==> src/rtl/shift_tx_if.sv <==
// Word handshake plus framed serial output bundle for shift_tx.
// The slave modport is the transmitter side and the master modport is the word source/line observer.
interface shift_tx_if #(
   parameter int WIDTH = 16
);
   logic [WIDTH-1:0] data_i;
   logic             valid_i;
   logic             ready_o;
   logic             sdata_o;
   logic             sclk_o;
   logic             frame_o;
   logic             done_o;

   modport slave (
      input  data_i,
      input  valid_i,
      output ready_o,
      output sdata_o,
      output sclk_o,
      output frame_o,
      output done_o
   );

   modport master (
      output data_i,
      output valid_i,
      input  ready_o,
      input  sdata_o,
      input  sclk_o,
      input  frame_o,
      input  done_o
   );
endinterface

==> src/rtl/shift_tx.sv <==
// Parallel-to-serial transmitter: one word per valid/ready handshake, framed, with a divided bit clock.
// Data changes on sclk falling edges; one GAP cycle after each word keeps frame low for at least 2 cycles.
module shift_tx #(
   parameter int WIDTH     = 16,
   parameter int CLK_DIV   = 4,
   parameter int MSB_FIRST = 1
) (
   input  logic        clk_i,
   input  logic        rst_i,
   shift_tx_if.slave   bus
);
   localparam int DIV_W = (CLK_DIV > 1) ? $clog2(CLK_DIV) : 1;
   localparam int BIT_W = $clog2(WIDTH);
   localparam logic [DIV_W-1:0] DIV_LAST = DIV_W'(CLK_DIV - 1);
   localparam logic [BIT_W-1:0] BIT_LAST = BIT_W'(WIDTH - 1);

   typedef enum logic [1:0] {IDLE, SHIFT, GAP} state_t;

   state_t             state, state_nxt;
   logic [WIDTH-1:0]   shreg, shreg_nxt;
   logic [DIV_W-1:0]   div_cnt, div_cnt_nxt;
   logic [BIT_W-1:0]   bit_cnt, bit_cnt_nxt;
   logic               ready, ready_nxt;
   logic               sdata, sdata_nxt;
   logic               sclk, sclk_nxt;
   logic               frame, frame_nxt;
   logic               done, done_nxt;

   logic               first_bit;
   logic               next_bit;
   logic [WIDTH-1:0]   shreg_shifted;

   assign bus.ready_o = ready;
   assign bus.sdata_o = sdata;
   assign bus.sclk_o  = sclk;
   assign bus.frame_o = frame;
   assign bus.done_o  = done;

   // The register always holds the bit currently on the line at the edge position
   // MSB (or LSB), so the next bit sits one place further in.
   assign first_bit     = (MSB_FIRST != 0) ? bus.data_i[WIDTH-1] : bus.data_i[0];
   assign next_bit      = (MSB_FIRST != 0) ? shreg[WIDTH-2]      : shreg[1];
   assign shreg_shifted = (MSB_FIRST != 0) ? {shreg[WIDTH-2:0], 1'b0}
                                           : {1'b0, shreg[WIDTH-1:1]};

   always_ff @(posedge clk_i or posedge rst_i) begin
      if (rst_i) begin
         state   <= IDLE;
         shreg   <= '0;
         div_cnt <= '0;
         bit_cnt <= '0;
         ready   <= 1'b1;
         sdata   <= 1'b0;
         sclk    <= 1'b0;
         frame   <= 1'b0;
         done    <= 1'b0;
      end else begin
         state   <= state_nxt;
         shreg   <= shreg_nxt;
         div_cnt <= div_cnt_nxt;
         bit_cnt <= bit_cnt_nxt;
         ready   <= ready_nxt;
         sdata   <= sdata_nxt;
         sclk    <= sclk_nxt;
         frame   <= frame_nxt;
         done    <= done_nxt;
      end
   end

   always_comb begin
      state_nxt   = state;
      shreg_nxt   = shreg;
      div_cnt_nxt = div_cnt;
      bit_cnt_nxt = bit_cnt;
      ready_nxt   = ready;
      sdata_nxt   = sdata;
      sclk_nxt    = sclk;
      frame_nxt   = frame;
      done_nxt    = done;

      case (state)
         IDLE: begin
            if (bus.valid_i && ready) begin
               shreg_nxt   = bus.data_i;
               ready_nxt   = 1'b0;
               frame_nxt   = 1'b1;
               sdata_nxt   = first_bit;
               sclk_nxt    = 1'b0;
               div_cnt_nxt = '0;
               bit_cnt_nxt = '0;
               state_nxt   = SHIFT;
            end
         end
         SHIFT: begin
            if (div_cnt == DIV_LAST) begin
               div_cnt_nxt = '0;
               if (!sclk) begin
                  sclk_nxt = 1'b1;
               end else begin
                  sclk_nxt = 1'b0;
                  if (bit_cnt == BIT_LAST) begin
                     frame_nxt = 1'b0;
                     sdata_nxt = 1'b0;
                     done_nxt  = 1'b1;
                     state_nxt = GAP;
                  end else begin
                     bit_cnt_nxt = bit_cnt + 1'b1;
                     shreg_nxt   = shreg_shifted;
                     sdata_nxt   = next_bit;
                  end
               end
            end else begin
               div_cnt_nxt = div_cnt + 1'b1;
            end
         end
         GAP: begin
            done_nxt  = 1'b0;
            ready_nxt = 1'b1;
            state_nxt = IDLE;
         end
         default: state_nxt = IDLE;
      endcase
   end
endmodule

==> src/flat_wrapper.sv <==
// flat-port wrapper written by rule: the top's interface ports become plain ports
module shift_tx_flat 
#(
   parameter int WIDTH     = 16,
   parameter int CLK_DIV   = 4,
   parameter int MSB_FIRST = 1
)
  (clk_i, rst_i, bus_data_i, bus_valid_i, bus_ready_o, bus_sdata_o, bus_sclk_o, bus_frame_o, bus_done_o);
  shift_tx_if #(.WIDTH(WIDTH)) bus_i ();
  input  logic clk_i;
  input  logic rst_i;
  input wire logic [$bits(bus_i.data_i)-1:0] bus_data_i;
  input wire logic [$bits(bus_i.valid_i)-1:0] bus_valid_i;
  output wire logic [$bits(bus_i.ready_o)-1:0] bus_ready_o;
  output wire logic [$bits(bus_i.sdata_o)-1:0] bus_sdata_o;
  output wire logic [$bits(bus_i.sclk_o)-1:0] bus_sclk_o;
  output wire logic [$bits(bus_i.frame_o)-1:0] bus_frame_o;
  output wire logic [$bits(bus_i.done_o)-1:0] bus_done_o;
  assign bus_i.data_i = bus_data_i;
  assign bus_i.valid_i = bus_valid_i;
  assign bus_ready_o = bus_i.ready_o;
  assign bus_sdata_o = bus_i.sdata_o;
  assign bus_sclk_o = bus_i.sclk_o;
  assign bus_frame_o = bus_i.frame_o;
  assign bus_done_o = bus_i.done_o;
  shift_tx #(.WIDTH(WIDTH), .CLK_DIV(CLK_DIV), .MSB_FIRST(MSB_FIRST)) u_core (.clk_i(clk_i), .rst_i(rst_i), .bus(bus_i));
endmodule
==> config.mk <==
export PLATFORM = sky130hd
export DESIGN_NAME = shift_tx_flat
export DESIGN_NICKNAME = d
export VERILOG_FILES = /design/src/rtl/shift_tx_if.sv /design/src/rtl/shift_tx.sv /design/src/flat_wrapper.sv
export SDC_FILE = /design/constraint.sdc
export NUM_CORES = 1
export LEC_CHECK = 0
export BUFFER_PORTS_ARGS = -buffer_cell sky130_fd_sc_hd__buf_4
export CAP_MARGIN = 40
export CORE_ASPECT_RATIO = 0.8
export CORE_MARGIN = 5
export CORE_UTILIZATION = 49
export DETAILED_ROUTE_END_ITERATION = 8
export PLACE_DENSITY_LB_ADDON = 0.05
export SYNTH_ARGS = -nofsm -noshare
export SYNTH_HDL_FRONTEND = slang
export SYNTH_SLANG_ARGS = --single-unit
==> constraint.sdc <==
create_clock -name clk_i -period 3 [get_ports clk_i]
set_input_delay 0.15 -clock clk_i [delete_from_list [all_inputs] [get_ports clk_i]]
set_output_delay 0.15 -clock clk_i [all_outputs]
set_load 0.05 [all_outputs]
==> flow_summary.ini, run 1 <==
[hold_path]
hold_path.class = input port to flip-flop

[synth]
synthArstFlopShare = 1.000
syn-cell-area_sq_mm = 0.001405
postSynthCellCount = 134
syn-num-nets = 155
synth_area_per_cell_sq_um = 10.49
synth_cell_type_count = 32
yosys_warnings = 0
ys.flop_type = dfrtp_1
ys_seq_elements = 28
ys_seq_area_frac = 0.4996
synth_enable_flop_cells = 0

[route]
vias = 1084
wire_per_inst_um = 14.21
first_pass_iters = 4
drtAntennaViolNets = 0
drt_iter0_drc = 48
drc = 0
wl_mm = 2.786
viasPerCell = 5.531

[timing]
finalSetupTns_ns = 0
worst_pin_slew_ns = 0.5496
timing_hold_violations_final = 0
clock.fmax_mhz = 497.3
rsz0062_at_grt = no
maxSlewHeadroom = 0.6332
fin_ws_ns = 0.9893
finalCritPeriodShare = 0.6702
period_minus_slack_ns = 2.011
skew_ns = 0.01546
setup_viol = 0
drv_slew = 0

[global_routing]
grt_overflow = 0
first_global_vias = 998
gr-max-usage-layer = met2
use_met3 = 0.05373
grt_max_degree = 22
antenna_found_initial = 0
gr-usage-met1 = 0.2140
grt_pass1_wl_mm = 4.912
met2_usage = 0.2248
grt_usage = 0.1491

[worst_setup_path]
cp-endpoint = u_core.shreg[13]
regToRegStartpoint = u_core.div_cnt[0]
crit_type = flip-flop to flip-flop
crit_start = u_core.div_cnt[0]
cp.arrival_ns = 2.22
r2r_setup_slack_ns = 0.99
required_ns = 3.21
critPathLaunchType = flip-flop
reg2reg_depth = 5
critPathMaxFanout = 17
r2r_end = u_core.shreg[13]
end_kind = flip-flop

[clock_tree]
cts_buffer_depth = 2
tritoncts = done
clkLatencyLatePin_ns = 0.33
numCtsBuffers = 3
cts_setup_buffers = 0
clock-sinks = 28
clk_pin_slew_ns = 0.16
h-tree-depth = 1
root_buffer = clkbuf_4

[cells_and_area]
multiInputGateArea_sq_um = 653.1
layout_common_cells = 27 x o21ai_0, 27 x dfrtp_1, 24 x buf_4
n_fill_cell = 248
regArea_sq_um = 701.9
drive_gt1_frac = 0.2848
area_delta_synth_final_pct = 18.70
fin_nets = 180
diodes = 0

[place]
dp_hpwl_mm = 2.023
port_buffers = 23
place_ws_ns = 1.013
gp_congestion = 0.7513

[die]
io_pins = 24
coreArea_sq_mm = 0.002765
fp.dieH_um = 57.90
start_util = 0.5081
placementRows = 17
die_width_um = 69.87
dieArea_sq_mm = 0.004045

[run]
maxCapViolCount = 0

[pwr]
irDropWorstVdd_mv = 0.4369
p_leak_nw = 0.7311
pwr_density_cell_mw_per_mm2 = 791.5

[run_status]
status = finished, final reports clean
[sequential cells by signal, summed over array words and instances, names as in the netlist]
| name | cells |
|---|---|
| u_core.bus.sclk_o | 1 |
| u_core.bus.ready_o | 1 |
| u_core.bus.frame_o | 1 |
| u_core.bit_cnt | 4 |
| u_core.shreg | 15 |
| u_core.state | 2 |
| u_core.bus.done_o | 1 |
| u_core.bus.sdata_o | 1 |
| u_core.div_cnt | 2 |
[worst max-delay path: stages, from the launching register on]
cell and delay, ns:
dfrtp_1 0.43, ha_1 0.24, and2_1 0.24, nor2_2 0.47, or2_4 0.37, o21ai_0 0.12
[power breakdown]
part | switching [W] | internal [W] | leakage [nW]
sequential | 0.0000899 | 0.000512 | 0.351
clock | 0.000110 | 0.0000743 | 0.0210
combinational | 0.000328 | 0.000206 | 0.359
[cells by family (layout without fill, tap and decap cells)]
logic type / count (synthesis) / after routing / share of synthesized area
compound gates: 48 / 48 / 0.2235
buf+inv: 9 / 33 / 0.03562
xor+xnor: 1 / 1 / 0.006234
flops: 28 / 28 / 0.4996
mux: 14 / 14 / 0.09973
simple gates: 32 / 32 / 0.1176
fa+ha+maj: 2 / 2 / 0.01781
[metal layers]
metal,share of wire,vias up
met4,0.0061,0
met3,0.059,2
met1,0.51,519
met5,0,-
met2,0.43,29
li1,-,534
[synth_stat cells (all sizes together), types with 2 or more instances]
library cell,count,area [sq um]
inv,3,11.26
ha,2,25.02
nand3,6,30.03
nand2,15,56.30
nor2,3,13.77
dfrtp,27,675.7
buf,6,38.79
a21oi,3,26.28
mux2i,14,140.1
o21ai,38,227.7
and2,2,12.51
[per-stage QoR]
step           hold slack (ns)  cell area (sq um)  total power, W  utilization  cells
3_3_place_gp            0.3980               1594        0.001130       0.5765    190
3_5_place_dp            0.1711               1622        0.001148       0.5864    191
2_1_floorplan           0.2147               1405        0.001002            -    134
4_1_cts                0.05352               1668        0.001333       0.6032    196
5_1_grt                0.04746               1668        0.001427       0.6032    196
6_report               0.06279               1668        0.001320       0.6032    196
[worst min-delay path by stage]
stage                        startpoint                  to  slack, ns  cells after the start
after floorplan                   rst_i   u_core.bit_cnt[0]       0.21                      1
after global placement    bus_data_i[0]     u_core.shreg[0]       0.40                      2
after detailed placement          rst_i  u_core.bus.sdata_o       0.17                      2
after CTS                 bus_data_i[0]     u_core.shreg[0]       0.05                      2
after global routing      bus_data_i[0]     u_core.shreg[0]       0.05                      2
final                     bus_data_i[0]     u_core.shreg[0]       0.06                      2
[area by class of cell]
class | count | share of cell area
sequential | 28 | 0.4209
multi-input combinational | 97 | 0.3916
timing repair buffer | 26 | 0.1305
tap | 38 | 0.02851
clock buffer | 4 | 0.02176
inverter | 3 | 0.006752
[what timing repair did]
action	4_1_cts	5_1_grt
hold buffers	1	0
resized for setup	0	0
hold endpoints to repair	6	0
No activity file was read; power rests on OpenSTA's default activity.
==> run 2: changes to the inputs <==
Clock period 3 ns to 1.87 ns, I/O delays scaled along.
==> run 2 against run 1 <==
Hold slack got worse by 0.031 ns. Sequential share of layout area shrank 0.68 points. Largest cell class unchanged. First-iteration DRC count decreased by 33%. Critical path type unchanged. Highest routed layer unchanged. Largest power group unchanged.
==> flow_summary.ini, run 2 (synthesized netlist as in run 1, its figures left out) <==
[cells_and_area]
largest-register = u_core.shreg
fin_nets = 187
area_delta_synth_final_pct = 20.66
multiInputGateArea_sq_um = 653.1
drive_gt1_frac = 0.2970
final_area_sq_mm = 0.001695
regArea_sq_um = 701.9
diodes = 0
reg_top3 = u_core.shreg x15, u_core.bit_cnt x4
n_fill_cell = 259
final_common_cell = buf_4
layout_common_cells = 30 x buf_4, 27 x o21ai_0, 27 x dfrtp_1
largest_reg_flops = 15

[pwr]
p_comb_frac = 0.422
pwr_density_cell_mw_per_mm2 = 1239
p_clk_frac = 0.121
switching_power_w = 0.0008541
power_frac_seq = 0.457
p_total_w = 0.002101
irDropWorstVdd_mv = 0.6015
switching_share = 0.4065
p_int_w = 0.001247
p_leak_nw = 0.7490

[timing]
maxSlewHeadroom = 0.7648
finalCritPeriodShare = 0.8787
drv_slew = 0
clock.fmax_mhz = 608.6
setup_viol = 0
finalSetupTns_ns = 0
timing_hold_violations_final = 0
rsz0062_at_grt = no
skew_ns = 0.007652
period_minus_slack_ns = 1.643
worst_pin_slew_ns = 0.3529

[global_routing]
first_global_vias = 1068
grt_usage = 0.1586
antenna_found_initial = 0
grt_overflow = 0
grt_max_degree = 29
grt_pass1_wl_mm = 5.085

[clock_tree]
clock-sinks = 28
clk_pin_slew_ns = 0.14
numCtsBuffers = 3
cts_setup_buffers = 0
h-tree-depth = 1
tritoncts = done
cts_resized = 0
root_buffer = clkbuf_4
cts_buffer_depth = 2
clkLatencyLatePin_ns = 0.33

[worst_setup_path]
cpPeakStageDelay_ns = 0.41
critPathMaxFanout = 15
cpMaxStageDelayCell = dfrtp_1
cp-endpoint = u_core.shreg[0]
cp.buffers_inverters = 0
crit_start = u_core.div_cnt[0]
crit_path_cell_trace = ha_1 -> and2_1 -> nor2_2 -> or2_4 -> a32o_1
r2r_setup_slack_ns = 0.23
reg2reg_depth = 5
crit_type = flip-flop to flip-flop
worst-path-stages = 5
cp.arrival_ns = 1.88
end_kind = flip-flop
cp_top_family = simple AND/OR/NAND/NOR gates
regToRegStartpoint = u_core.div_cnt[0]
critPathLaunchType = flip-flop
required_ns = 2.11
r2r_end = u_core.shreg[0]

[route]
viasPerCell = 5.443
drt_iter0_drc = 32
first_pass_iters = 5
drtAntennaViolNets = 0
vias = 1105
wire_per_inst_um = 14.66
wl_mm = 2.976
drc = 0

[die]
dieArea_sq_mm = 0.004045
coreArea_sq_mm = 0.002765
placementRows = 17
die_width_um = 69.87
io_pins = 24
start_util = 0.5081
fp.dieH_um = 57.90

[hold_path]
hold_path.class = input port to flip-flop

[place]
placed_area_sq_mm = 0.001639
gp_congestion = 0.7247
port_buffers = 23
dp_hpwl_mm = 2.141

[run_status]
status = finished, final reports clean

[run]
maxCapViolCount = 0
==> run 2: cell types whose count changed in the layout (fill, tap and decap cells not counted) <==
| cell | delta |
|---|---|
| dlygate4sd3_1 | +2 |
| buf_4 | +6 |
| clkbuf_1 | +1 |
| buf_16 | -1 |
| clkbuf_8 | -1 |
==> run 2: cell type report <==
| type | instances | share of cell area |
|---|---|---|
| Clock buffer | 4 | 0.01550 |
| Inverter | 3 | 0.006642 |
| Multi-Input combinational cell | 97 | 0.3852 |
| Sequential cell | 28 | 0.4140 |
| Tap cell | 38 | 0.02804 |
| Timing Repair Buffer | 33 | 0.1506 |
==> run 2: worst min-delay path: cells and delay by family <==
family / cells / cell delay (ns)
mux: 1 / 0.06
compound gates: 1 / 0.10
buf+inv: 1 / 0.08
==> run 2: how the worst min path moves through the flow <==
stage,depth (start not counted),endpoint,start
floorplan,1,u_core.bit_cnt[0],rst_i
global placement,3,u_core.shreg[7],rst_i
detailed placement,3,u_core.shreg[6],rst_i
CTS,3,u_core.shreg[4],bus_data_i[4]
global route,3,u_core.shreg[4],bus_data_i[4]
finish,3,u_core.shreg[4],bus_data_i[4]
==> run 2: repair_timing <==
action                                  4_1_cts  5_1_grt
hold buffers                                  2        1
endpoints found under the setup margin        0        0
endpoints found under the hold margin        28        1
==> run 2: routing by layer <==
| layer | global-route usage | up-vias | part of all wire |
|---|---|---|---|
| li1 | - | 544 | - |
| met1 | 0.2133 | 530 | 0.47 |
| met2 | 0.2544 | 27 | 0.45 |
| met3 | 0.05026 | 4 | 0.065 |
| met4 | 0.03279 | 0 | 0.0097 |
| met5 | 0 | - | 0 |
==> run 2: metrics by stage <==
| step | worst slack, ns | cells | utilization | hold slack, ns |
|---|---|---|---|---|
| global placement | 0.3159 | 196 | 0.5928 | 0.1833 |
| global route | 0.1552 | 203 | 0.6131 | 0.002569 |
| CTS | 0.2283 | 202 | 0.6095 | 0.01833 |
| floorplan | 0.2065 | 134 | - | 0.1582 |
| detailed placement | 0.2510 | 196 | 0.5928 | 0.1872 |
| finish | 0.2269 | 203 | 0.6131 | 0.03208 |
==> run 2: power groups by stage <==
| stage | logic [W] | clock network [W] | registers, W |
|---|---|---|---|
| after floorplan | 0.000536 | 0 | 0.00107 |
| after global placement | 0.000853 | 0 | 0.000958 |
| after detailed placement | 0.000893 | 0 | 0.000970 |
| after CTS | 0.000897 | 0.000272 | 0.000958 |
| after global routing | 0.000977 | 0.000307 | 0.000991 |
| final | 0.000887 | 0.000254 | 0.000960 |
